## config.mk

```make
export PLATFORM = sky130hd
export DESIGN_NAME = operand_issue_ctrl_flat
export DESIGN_NICKNAME = d
export VERILOG_FILES = /design/src/rtl/operand_issue_pkg.sv /design/src/rtl/operand_issue_ctrl_if.sv /design/src/rtl/operand_fifo.sv /design/src/rtl/operand_issue_ctrl.sv /design/src/flat_wrapper.sv
export SDC_FILE = /design/constraint.sdc
export NUM_CORES = 1
export LEC_CHECK = 0
export ABC_AREA = 1
export CAP_MARGIN = 10
export CORE_MARGIN = 1.5
export CORE_UTILIZATION = 40
export DETAILED_ROUTE_END_ITERATION = 12
export GPL_TIMING_DRIVEN = 1
export HOLD_SLACK_MARGIN = 0.02
export SKIP_CTS_REPAIR_TIMING = 1
export SYNTH_ARGS = -nofsm -noshare
export SYNTH_HDL_FRONTEND = slang
export SYNTH_SLANG_ARGS = --single-unit
```

## constraint.sdc

```tcl
create_clock -name CLK -period 8.77 [get_ports CLK]
set_clock_uncertainty 0.15 [all_clocks]
set_input_delay 1.3155 -clock CLK [delete_from_list [all_inputs] [get_ports CLK]]
set_output_delay 1.3155 -clock CLK [all_outputs]
set_load 0.005 [all_outputs]
```

## src/rtl/operand_issue_pkg.sv

```systemverilog
// Shared types and defaults for the operand issue controller and its FIFO.
package operand_issue_pkg;

  localparam int DEF_DEPTH   = 4;
  localparam int DEF_LATENCY = 1;
  localparam int DEF_WIDTH   = 32;

  typedef struct packed {
    logic [DEF_WIDTH-1:0] a;
    logic [DEF_WIDTH-1:0] b;
  } operand_pair_t;

  typedef enum logic [1:0] {
    IDLE,
    ISSUE,
    WAIT,
    RESULT
  } issue_state_t;

endpackage

```

## src/rtl/operand_issue_ctrl_if.sv

```systemverilog
// Producer, downstream-stage and result-port signals of operand_issue_ctrl.
interface operand_issue_ctrl_if
  import operand_issue_pkg::*;
#(
  parameter int P_WIDTH = DEF_WIDTH,
  parameter int P_DEPTH = DEF_DEPTH
);
  localparam int OCC_W = $clog2(P_DEPTH) + 1;

  logic               IN_VALID;
  logic               IN_READY;
  logic [P_WIDTH-1:0] IN_A;
  logic [P_WIDTH-1:0] IN_B;
  logic [P_WIDTH-1:0] A;
  logic [P_WIDTH-1:0] B;
  logic [P_WIDTH-1:0] Q;
  logic               RES_VALID;
  logic               RES_READY;
  logic [P_WIDTH-1:0] RES_DATA;
  logic [OCC_W-1:0]   OCCUPANCY;
  logic               BUSY;

  // The controller side.
  modport slave (
    input  IN_VALID, IN_A, IN_B, Q, RES_READY,
    output IN_READY, A, B, RES_VALID, RES_DATA, OCCUPANCY, BUSY
  );

  // Producer, downstream stage and consumer side.
  modport master (
    output IN_VALID, IN_A, IN_B, Q, RES_READY,
    input  IN_READY, A, B, RES_VALID, RES_DATA, OCCUPANCY, BUSY
  );

endinterface

```

## src/rtl/operand_fifo.sv

```systemverilog
// Synchronous FIFO of operand pairs; full/empty come from the occupancy count.
module operand_fifo
  import operand_issue_pkg::*;
#(
  parameter int  P_DEPTH = DEF_DEPTH,
  parameter type pair_t  = operand_pair_t,
  localparam int PTR_W   = $clog2(P_DEPTH),
  localparam int OCC_W   = PTR_W + 1
) (
  input  logic             clk,
  input  logic             rst_n,
  input  logic             push,
  input  pair_t            push_data,
  input  logic             pop,
  output pair_t            pop_data,
  output logic             full,
  output logic             empty,
  output logic [OCC_W-1:0] occupancy
);

  logic [PTR_W-1:0] wr_ptr_q, wr_ptr_d;
  logic [PTR_W-1:0] rd_ptr_q, rd_ptr_d;
  logic [OCC_W-1:0] occ_q, occ_d;
  logic             push_ok, pop_ok;
  pair_t            mem_q [P_DEPTH];

  assign full    = (occ_q == OCC_W'(P_DEPTH));
  assign empty   = (occ_q == '0);
  assign push_ok = push && !full;
  assign pop_ok  = pop && !empty;

  // NOTE: every always_comb output gets a default first so no path can infer a latch.
  always_comb begin
    wr_ptr_d = wr_ptr_q;
    rd_ptr_d = rd_ptr_q;
    occ_d    = occ_q;
    if (push_ok) wr_ptr_d = wr_ptr_q + PTR_W'(1);
    if (pop_ok)  rd_ptr_d = rd_ptr_q + PTR_W'(1);
    occ_d = occ_q + OCC_W'(push_ok) - OCC_W'(pop_ok);
  end

  // NOTE: sequential state uses non-blocking assignments so all flops update from pre-edge values.
  always_ff @(posedge clk or negedge rst_n) begin
    if (!rst_n) begin
      wr_ptr_q <= '0;
      rd_ptr_q <= '0;
      occ_q    <= '0;
    end else begin
      wr_ptr_q <= wr_ptr_d;
      rd_ptr_q <= rd_ptr_d;
      occ_q    <= occ_d;
    end
  end

  // NOTE: storage is not reset; occupancy guards every read, so the array maps to plain RAM.
  always_ff @(posedge clk) begin
    if (push_ok) mem_q[wr_ptr_q] <= push_data;
  end

  assign pop_data  = mem_q[rd_ptr_q];
  assign occupancy = occ_q;

endmodule

```

## src/rtl/operand_issue_ctrl.sv

```systemverilog
// Buffers operand pairs, issues one at a time onto A/B for the stage latency,
// and returns the captured Q on a valid/ready result port.
module operand_issue_ctrl
  import operand_issue_pkg::*;
#(
  parameter int P_DEPTH   = DEF_DEPTH,
  parameter int P_LATENCY = DEF_LATENCY,
  parameter int P_WIDTH   = DEF_WIDTH
) (
  input logic                 CLK,
  input logic                 RST_X,
  operand_issue_ctrl_if.slave bus
);

  localparam int OCC_W = $clog2(P_DEPTH) + 1;
  localparam int CNT_W = $clog2(P_LATENCY + 1);

  typedef struct packed {
    logic [P_WIDTH-1:0] a;
    logic [P_WIDTH-1:0] b;
  } pair_t;

  issue_state_t       state_q, state_d;
  logic [CNT_W-1:0]   cnt_q, cnt_d;
  logic [P_WIDTH-1:0] a_q, a_d;
  logic [P_WIDTH-1:0] b_q, b_d;
  logic [P_WIDTH-1:0] res_data_q, res_data_d;
  logic               res_valid_q, res_valid_d;
  logic               rdy_en_q, rdy_en_d;

  logic               in_ready, push, pop;
  logic               fifo_full, fifo_empty;
  pair_t              push_pair, head_pair;
  logic [OCC_W-1:0]   occupancy;

  // IN_READY stays low through reset and rises on the first edge after release.
  assign rdy_en_d    = 1'b1;
  assign in_ready    = rdy_en_q && !fifo_full;
  assign push        = bus.IN_VALID && in_ready;
  assign push_pair.a = bus.IN_A;
  assign push_pair.b = bus.IN_B;

  operand_fifo #(
    .P_DEPTH (P_DEPTH),
    .pair_t  (pair_t)
  ) u_fifo (
    .clk       (CLK),
    .rst_n     (RST_X),
    .push      (push),
    .push_data (push_pair),
    .pop       (pop),
    .pop_data  (head_pair),
    .full      (fifo_full),
    .empty     (fifo_empty),
    .occupancy (occupancy)
  );

  always_comb begin
    state_d     = state_q;
    cnt_d       = cnt_q;
    a_d         = a_q;
    b_d         = b_q;
    res_valid_d = res_valid_q;
    res_data_d  = res_data_q;
    pop         = 1'b0;
    unique case (state_q)
      IDLE: begin
        if (!fifo_empty) state_d = ISSUE;
      end
      ISSUE: begin
        pop     = 1'b1;
        a_d     = head_pair.a;
        b_d     = head_pair.b;
        cnt_d   = CNT_W'(P_LATENCY);
        state_d = WAIT;
      end
      WAIT: begin
        // Q for the held A/B is valid at the edge where the count runs out.
        cnt_d = cnt_q - CNT_W'(1);
        if (cnt_q == CNT_W'(1)) begin
          res_valid_d = 1'b1;
          res_data_d  = bus.Q;
          state_d     = RESULT;
        end
      end
      RESULT: begin
        if (bus.RES_READY) begin
          res_valid_d = 1'b0;
          state_d     = fifo_empty ? IDLE : ISSUE;
        end
      end
      default: state_d = IDLE;
    endcase
  end

  always_ff @(posedge CLK or negedge RST_X) begin
    if (!RST_X) begin
      state_q     <= IDLE;
      cnt_q       <= '0;
      a_q         <= '0;
      b_q         <= '0;
      res_valid_q <= 1'b0;
      res_data_q  <= '0;
      rdy_en_q    <= 1'b0;
    end else begin
      state_q     <= state_d;
      cnt_q       <= cnt_d;
      a_q         <= a_d;
      b_q         <= b_d;
      res_valid_q <= res_valid_d;
      res_data_q  <= res_data_d;
      rdy_en_q    <= rdy_en_d;
    end
  end

  assign bus.IN_READY  = in_ready;
  assign bus.A         = a_q;
  assign bus.B         = b_q;
  assign bus.RES_VALID = res_valid_q;
  assign bus.RES_DATA  = res_data_q;
  assign bus.OCCUPANCY = occupancy;
  assign bus.BUSY      = (state_q != IDLE);

endmodule

```

## src/flat_wrapper.sv

```systemverilog
// flat-port wrapper written by rule: the top's interface ports become plain ports
module operand_issue_ctrl_flat import operand_issue_pkg::*;
#(
  parameter int P_DEPTH   = DEF_DEPTH,
  parameter int P_LATENCY = DEF_LATENCY,
  parameter int P_WIDTH   = DEF_WIDTH
)
  (CLK, RST_X, bus_IN_VALID, bus_IN_A, bus_IN_B, bus_Q, bus_RES_READY, bus_IN_READY, bus_A, bus_B, bus_RES_VALID, bus_RES_DATA, bus_OCCUPANCY, bus_BUSY);
  operand_issue_ctrl_if #(.P_WIDTH(P_WIDTH), .P_DEPTH(P_DEPTH)) bus_i ();
  input logic CLK;
  input logic RST_X;
  input wire logic [$bits(bus_i.IN_VALID)-1:0] bus_IN_VALID;
  input wire logic [$bits(bus_i.IN_A)-1:0] bus_IN_A;
  input wire logic [$bits(bus_i.IN_B)-1:0] bus_IN_B;
  input wire logic [$bits(bus_i.Q)-1:0] bus_Q;
  input wire logic [$bits(bus_i.RES_READY)-1:0] bus_RES_READY;
  output wire logic [$bits(bus_i.IN_READY)-1:0] bus_IN_READY;
  output wire logic [$bits(bus_i.A)-1:0] bus_A;
  output wire logic [$bits(bus_i.B)-1:0] bus_B;
  output wire logic [$bits(bus_i.RES_VALID)-1:0] bus_RES_VALID;
  output wire logic [$bits(bus_i.RES_DATA)-1:0] bus_RES_DATA;
  output wire logic [$bits(bus_i.OCCUPANCY)-1:0] bus_OCCUPANCY;
  output wire logic [$bits(bus_i.BUSY)-1:0] bus_BUSY;
  assign bus_i.IN_VALID = bus_IN_VALID;
  assign bus_i.IN_A = bus_IN_A;
  assign bus_i.IN_B = bus_IN_B;
  assign bus_i.Q = bus_Q;
  assign bus_i.RES_READY = bus_RES_READY;
  assign bus_IN_READY = bus_i.IN_READY;
  assign bus_A = bus_i.A;
  assign bus_B = bus_i.B;
  assign bus_RES_VALID = bus_i.RES_VALID;
  assign bus_RES_DATA = bus_i.RES_DATA;
  assign bus_OCCUPANCY = bus_i.OCCUPANCY;
  assign bus_BUSY = bus_i.BUSY;
  operand_issue_ctrl #(.P_DEPTH(P_DEPTH), .P_LATENCY(P_LATENCY), .P_WIDTH(P_WIDTH)) u_core (.CLK(CLK), .RST_X(RST_X), .bus(bus_i));
endmodule
```

==> results of run 1 <==
==> stage by stage <==
stage	setup slack, ns	cells	utilization	area [um2]
floorplan	3.899	1491	-	15070
global placement	5.035	2144	0.4759	17550
detailed placement	4.930	2144	0.4759	17550
CTS	5.301	2218	0.5109	18840
global route	5.280	2218	0.5109	18840
finish	5.385	2220	0.5110	18840
==> cell usage after synthesis <==
| master | count | area share |
|---|---|---|
| a21boi_0 | 1 | 0.00050 |
| buf_1 | 5 | 0.0012 |
| buf_2 | 42 | 0.014 |
| clkbuf_1 | 15 | 0.0037 |
| conb_1 | 1 | 0.00025 |
| dfrtp_1 | 108 | 0.18 |
| edfxtp_1 | 256 | 0.51 |
| fa_1 | 1 | 0.0013 |
| ha_1 | 11 | 0.0091 |
| inv_1 | 339 | 0.084 |
| inv_2 | 1 | 0.00025 |
| nand2_1 | 497 | 0.12 |
| nand3_1 | 134 | 0.045 |
| nor2_1 | 7 | 0.0017 |
| o211ai_1 | 1 | 0.00050 |
| o21ai_0 | 10 | 0.0033 |
| o21ai_1 | 58 | 0.019 |
| xnor2_1 | 1 | 0.00058 |
| xor2_1 | 3 | 0.0017 |
==> routing by layer <==
| metal | up-vias | wire [um] | global-route usage |
|---|---|---|---|
| li1 | 4977 | - | - |
| met1 | 4583 | 14060 | 0.2110 |
| met4 | 2 | 864 | 0.05966 |
| met3 | 67 | 1972 | 0.03859 |
| met5 | - | 14 | 0 |
| met2 | 233 | 15460 | 0.2905 |
==> sequential cells by signal, summed over array words and instances, names as in the netlist <==
register and cells:
u_core.bus.A 32, u_core.bus.B 32, u_core.bus.RES_DATA 32, u_core.bus.RES_VALID 1
u_core.cnt_q 1, u_core.rdy_en_q 1, u_core.state_q 2, u_core.u_fifo.mem_q 256
u_core.u_fifo.occupancy 3, u_core.u_fifo.rd_ptr_q 2, u_core.u_fifo.wr_ptr_q 2
==> worst paths after layout <==
| check | endpoint | depth (start not counted) | start |
|---|---|---|---|
| max | bus_IN_READY | 3 | u_core.u_fifo.occupancy[1] |
| min | u_core.bus.RES_DATA[16] | 2 | u_core.bus.RES_DATA[16] |
| max reg2reg | u_core.bus.RES_DATA[27] | 6 | u_core.state_q[0] |
| min reg2reg | u_core.bus.RES_DATA[16] | 2 | u_core.bus.RES_DATA[16] |
| max in group asynchronous | u_core.u_fifo.rd_ptr_q[0] | 2 | RST_X |
| min in group asynchronous | u_core.bus.B[22] | 1 | RST_X |
==> critical path: cells and delay by family, from the launching register on <==
family / cells / cell delay, ns
simple gates: 1 / 0.10
buf+inv: 1 / 0.60
flops: 1 / 0.39
compound gates: 1 / 0.30
==> cell families (layout without fill, tap and decap cells) <==
family,after synthesis,count (layout),synth area share
other cells,1,3,0.0002489
fa+ha+maj,12,12,0.01046
compound gates,70,70,0.02359
xor+xnor,4,4,0.002326
flops,364,364,0.6896
simple gates,638,638,0.1701
buf+inv,402,625,0.1036
==> power by group through the flow <==
stage / clock, mW / sequential (mW) / combinational [mW]
3_3_place_gp: 0 / 2.48 / 1.99
2_1_floorplan: 0 / 2.44 / 1.17
4_1_cts: 1.67 / 2.45 / 2.04
5_1_grt: 1.74 / 2.50 / 2.27
3_5_place_dp: 0 / 2.49 / 2.03
6_report: 1.62 / 2.45 / 1.99
==> area by class of cell <==
class                      count  area [um2]  area share
tap                          504       630.6     0.03347
multi-input combinational    725        3157      0.1675
timing repair buffer         211        2085      0.1106
sequential                   364       10400      0.5517
clock buffer                  64        1202     0.06382
antenna                        2       5.005   0.0002656
clock inverter                10       87.58    0.004648
inverter                     340        1280     0.06793
==> run_results.csv, run 1 <==
group,metric,value,unit
clock_network,clock_path_buffers,3,
logic_synthesis,synth_seq_cells,364,
die,core,0.03687,mm2
power,ir_worst_vdd,0.1821,mV
power,power_density,321.8,mW/mm2
die,fp.dieW,197.1,um
setup_path,critPathKind,"flip-flop to output port",
job,cap_violations,0,
logic_synthesis,syn-instance-count,1491,
global_routing,antenna_found_initial,3,
layout,syn2layout_area_growth,25.06,%
route,num_vias,9862,
die,die_area,0.03884,mm2
worst_hold_path,hold_path.class,"flip-flop to flip-flop",
global_routing,gr-total-overflow,0,
clock_network,numCtsBuffers,40,
logic_synthesis,synth.net_count,1603,
global_routing,track_usage,0.1695,
outcome,outcome,"finished, final reports clean",
place,gp_congestion,0.6876,
place,post-dp-hpwl,19.01,mm
layout,mostFrequentLayoutCells,"nand2_1, inv_1, edfxtp_1",
logic_synthesis,synth.distinct_cells,19,
global_routing,grt_max_degree,83,
die,num_rows,70,
global_routing,first_global_vias,10020,
clock_network,cts-root-buf,"clkbuf_16",
route,drc_errors,0,
setup_path,arrival,1.92,ns
clock_network,cts_tree,"yes",
sta,worst_pin_slew,1.158,ns
sta,min_period,3.385,ns
setup_path,setup.worst_path.start_class,"flip-flop",
sta,tns,0,ns
power,power.share.sequential,0.404,
logic_synthesis,ys_seq_area_frac,0.6896,
route,viasPerCell,4.442,
power,p_total,6.064,mW
layout,drive_above_1_share,0.04609,
sta,timing.hold.ws,0.3249,ns
sta,setup_violations,0,
clock_network,htreeDepth,2,
route,wl_per_cell,14.58,um
sta,hold_viol,0,
setup_path,worstPathRequired,7.30,ns
route,wl,32.37,mm
die,initial_core_util,0.4086,
power,power.clock.fraction,0.268,
sta,rsz0062_at_grt,"no",
layout,nets,1794,
clock_network,clkSinkCount,364,
setup_path,worstPathMaxFanout,4,
setup_path,max_stage_delay,0.60,ns
layout,fill_cells,3214,
route,dr.pass1.iters,5,
sta,fin_crit_sh,0.3860,
die,die_h,197.1,um
power,p_sw,2.002,mW
sta,drv_slew,0,
route,ant_nets,0,
setup_path,critPathSlowestCell,"clkdlybuf4s50_1",
power,p_leak,8.538,nW
place,io_buffers,201,
logic_synthesis,yosys_warnings,0,
logic_synthesis,synth.avg_cell_area,10.10,um2
power,p_comb_frac,0.328,
clock_network,clk_latency,0.53,ns
power,swShare,0.3301,
route,first_iter_violations,464,
layout,layout_commonest_cell,"nand2_1",
setup_path,reg2reg_setup_slack,5.73,ns
sta,slew_headroom,0.2261,
setup_path,endpoint_kind,"output port",
die,io_pins,202,
sta,fmax,295.4,MHz
setup_path,cp_cell_sequence,"nor2_1 -> a21boi_0 -> clkdlybuf4s50_1",
power,p_int,4.062,mW
global_routing,grt_pass1_wl,51.55,mm
clock_network,clkSlewWorstSetupHoldPaths,0.06,ns
logic_synthesis,syn_area,0.01507,mm2
Note: power is estimated with default switching activity, not from simulation.
==> inputs of run 2 (changes only) <==
clock period = 3.4 ns   (was 8.77 ns; I/O delays follow)
==> run 2 against run 1 <==
Critical path depth is the same; clock power grew to 2.6 times the previous value; flip-flop and latch count is the same; sequential share of layout area shrank 0.26 points; via count grew 0.19%; sequential power grew to 2.5 times the previous value; first-iteration DRC count shrank 9.9%; design area grew 0.47%; combinational power grew to 2.7 times the previous value; non-clock buffer count grew 11; critical path type unchanged; critical endpoint unchanged; highest routed layer unchanged.
==> run_results.csv, run 2 (synthesis results as in run 1) <==
group,metric,value,unit
outcome,outcome,"finished, final reports clean",
sta,drv_slew,0,
route,ant_nets,0,
clock_network,cts_tree,"yes",
sta,slew_headroom,0.3515,
layout,mostFrequentLayoutCells,"nand2_1, inv_1, edfxtp_1",
global_routing,grt_max_degree,75,
sta,hold_viol,0,
power,power_density,827.3,mW/mm2
global_routing,grt_pass1_wl,51.23,mm
route,viasPerCell,4.435,
die,die_h,197.1,um
setup_path,critPathBufInv,1,
route,wl_per_cell,14.42,um
place,post-place-ws,0.8014,ns
setup_path,critPathSlowestCell,"clkdlybuf4s50_1",
sta,worst_pin_slew,0.9716,ns
clock_network,clkSlewWorstSetupHoldPaths,0.06,ns
worst_hold_path,hold_path.class,"flip-flop to flip-flop",
die,die_area,0.03884,mm2
setup_path,endpoint_kind,"output port",
layout,layout_commonest_cell,"nand2_1",
clock_network,cts-root-buf,"clkbuf_16",
route,num_vias,9881,
setup_path,cp_cell_sequence,"nor2_1 -> a21boi_0 -> clkdlybuf4s50_1",
die,num_rows,70,
die,core,0.03687,mm2
route,wl,32.12,mm
layout,largest-register,"u_core.u_fifo.mem_q",
clock_network,clkSinkCount,364,
sta,fin_crit_sh,0.7812,
sta,setup_violations,0,
power,p_leak,8.582,nW
sta,fmax,376.5,MHz
sta,post-route-worst-setup-slack,0.7438,ns
layout,largest_reg_flops,256,
setup_path,arrival,2.00,ns
clock_network,htreeDepth,2,
clock_network,clk_latency,0.51,ns
route,dr.pass1.iters,5,
setup_path,setup.worst_path.start_class,"flip-flop",
setup_path,worstPathMaxFanout,4,
place,gp_congestion,0.7227,
setup_path,max_stage_delay,0.62,ns
power,p_total,15.66,mW
die,initial_core_util,0.4086,
die,fp.dieW,197.1,um
global_routing,antenna_found_initial,3,
sta,min_period,2.656,ns
clock_network,numCtsBuffers,40,
layout,nets,1805,
place,io_buffers,201,
global_routing,first_global_vias,9680,
setup_path,reg2reg_setup_slack,1.00,ns
place,post-dp-hpwl,19.14,mm
route,first_iter_violations,418,
die,io_pins,202,
global_routing,gr-total-overflow,0,
layout,fin_area,0.01893,mm2
job,cap_violations,0,
layout,syn2layout_area_growth,25.65,%
layout,drive_above_1_share,0.04759,
setup_path,critPathKind,"flip-flop to output port",
power,ir_worst_vdd,0.4470,mV
clock_network,clock_path_buffers,3,
place,placed_area,0.01765,mm2
setup_path,crit_family,"buffers and inverters",
setup_path,worstPathRequired,2.74,ns
global_routing,track_usage,0.1680,
route,drc_errors,0,
sta,rsz0062_at_grt,"no",
## run 2: cell count changes in the layout (fill, tap and decap cells not counted), sizes merged, moves of 2 or more
cell | before | now
clkbuf | 64 | 55
inv | 342 | 339
bufinv | 1 | 3
clkinv | 6 | 13
buf | 11 | 21
## run 2: worst paths after layout
path | start | to | cells past startpoint
worst max-delay path | u_core.u_fifo.occupancy[1] | bus_IN_READY | 3
worst min-delay path | u_core.bus.RES_DATA[12] | u_core.bus.RES_DATA[12] | 2
worst max register to register | u_core.state_q[1] | u_core.u_fifo.occupancy[2] | 9
worst min register to register | u_core.bus.RES_DATA[12] | u_core.bus.RES_DATA[12] | 2
max in group asynchronous | RST_X | u_core.u_fifo.rd_ptr_q[0] | 3
min in group asynchronous | RST_X | u_core.bus.B[22] | 2
## run 2: cell type report
class                      instances  area (um2)
clock buffer                      55        1119
tap                              504       630.6
timing repair buffer             222        2195
multi-input combinational        725        3157
clock inverter                    17       152.6
sequential                       364       10400
antenna                            1       2.502
fill                            3284       17940
inverter                         340        1280
## run 2: report_power, final
part	leakage, nW	total, mW	switching (mW)	internal, mW
clock network	0.612	4.16	1.64	2.52
logic	4.33	5.28	3.02	2.26
registers	3.64	6.23	0.462	5.77
## run 2: through the flow
| stage | setup TNS [ns] | instances | hold WS [ns] | utilization |
|---|---|---|---|---|
| detailed placement | 0 | 2154 | 0.3151 | 0.4786 |
| global route | 0 | 2227 | 0.3531 | 0.5133 |
| CTS | 0 | 2226 | -0.1805 | 0.5131 |
| finish | 0 | 2228 | 0.3266 | 0.5134 |
| global placement | 0 | 2154 | 0.3105 | 0.4786 |
| floorplan | -174.76 | 1491 | 0.06441 | - |
## run 2: worst reg2reg max path, cell delays in order (launching register included)
cell,delay [ns]
dfrtp_1,0.41
inv_1,0.17
ha_4,0.39
nand2_1,0.17
inv_1,0.11
ha_1,0.12
inv_1,0.04
ha_1,0.18
fa_1,0.38
xor2_1,0.17
## run 2: routing by layer
layer  track usage  routed length (um)  vias to the layer above
met5             0                  27                        -
met3       0.04405                2085                       52
met1        0.2112               13890                     4629
met4       0.03958                 543                        4
li1              -                   -                     4994
met2        0.2901               15580                      202
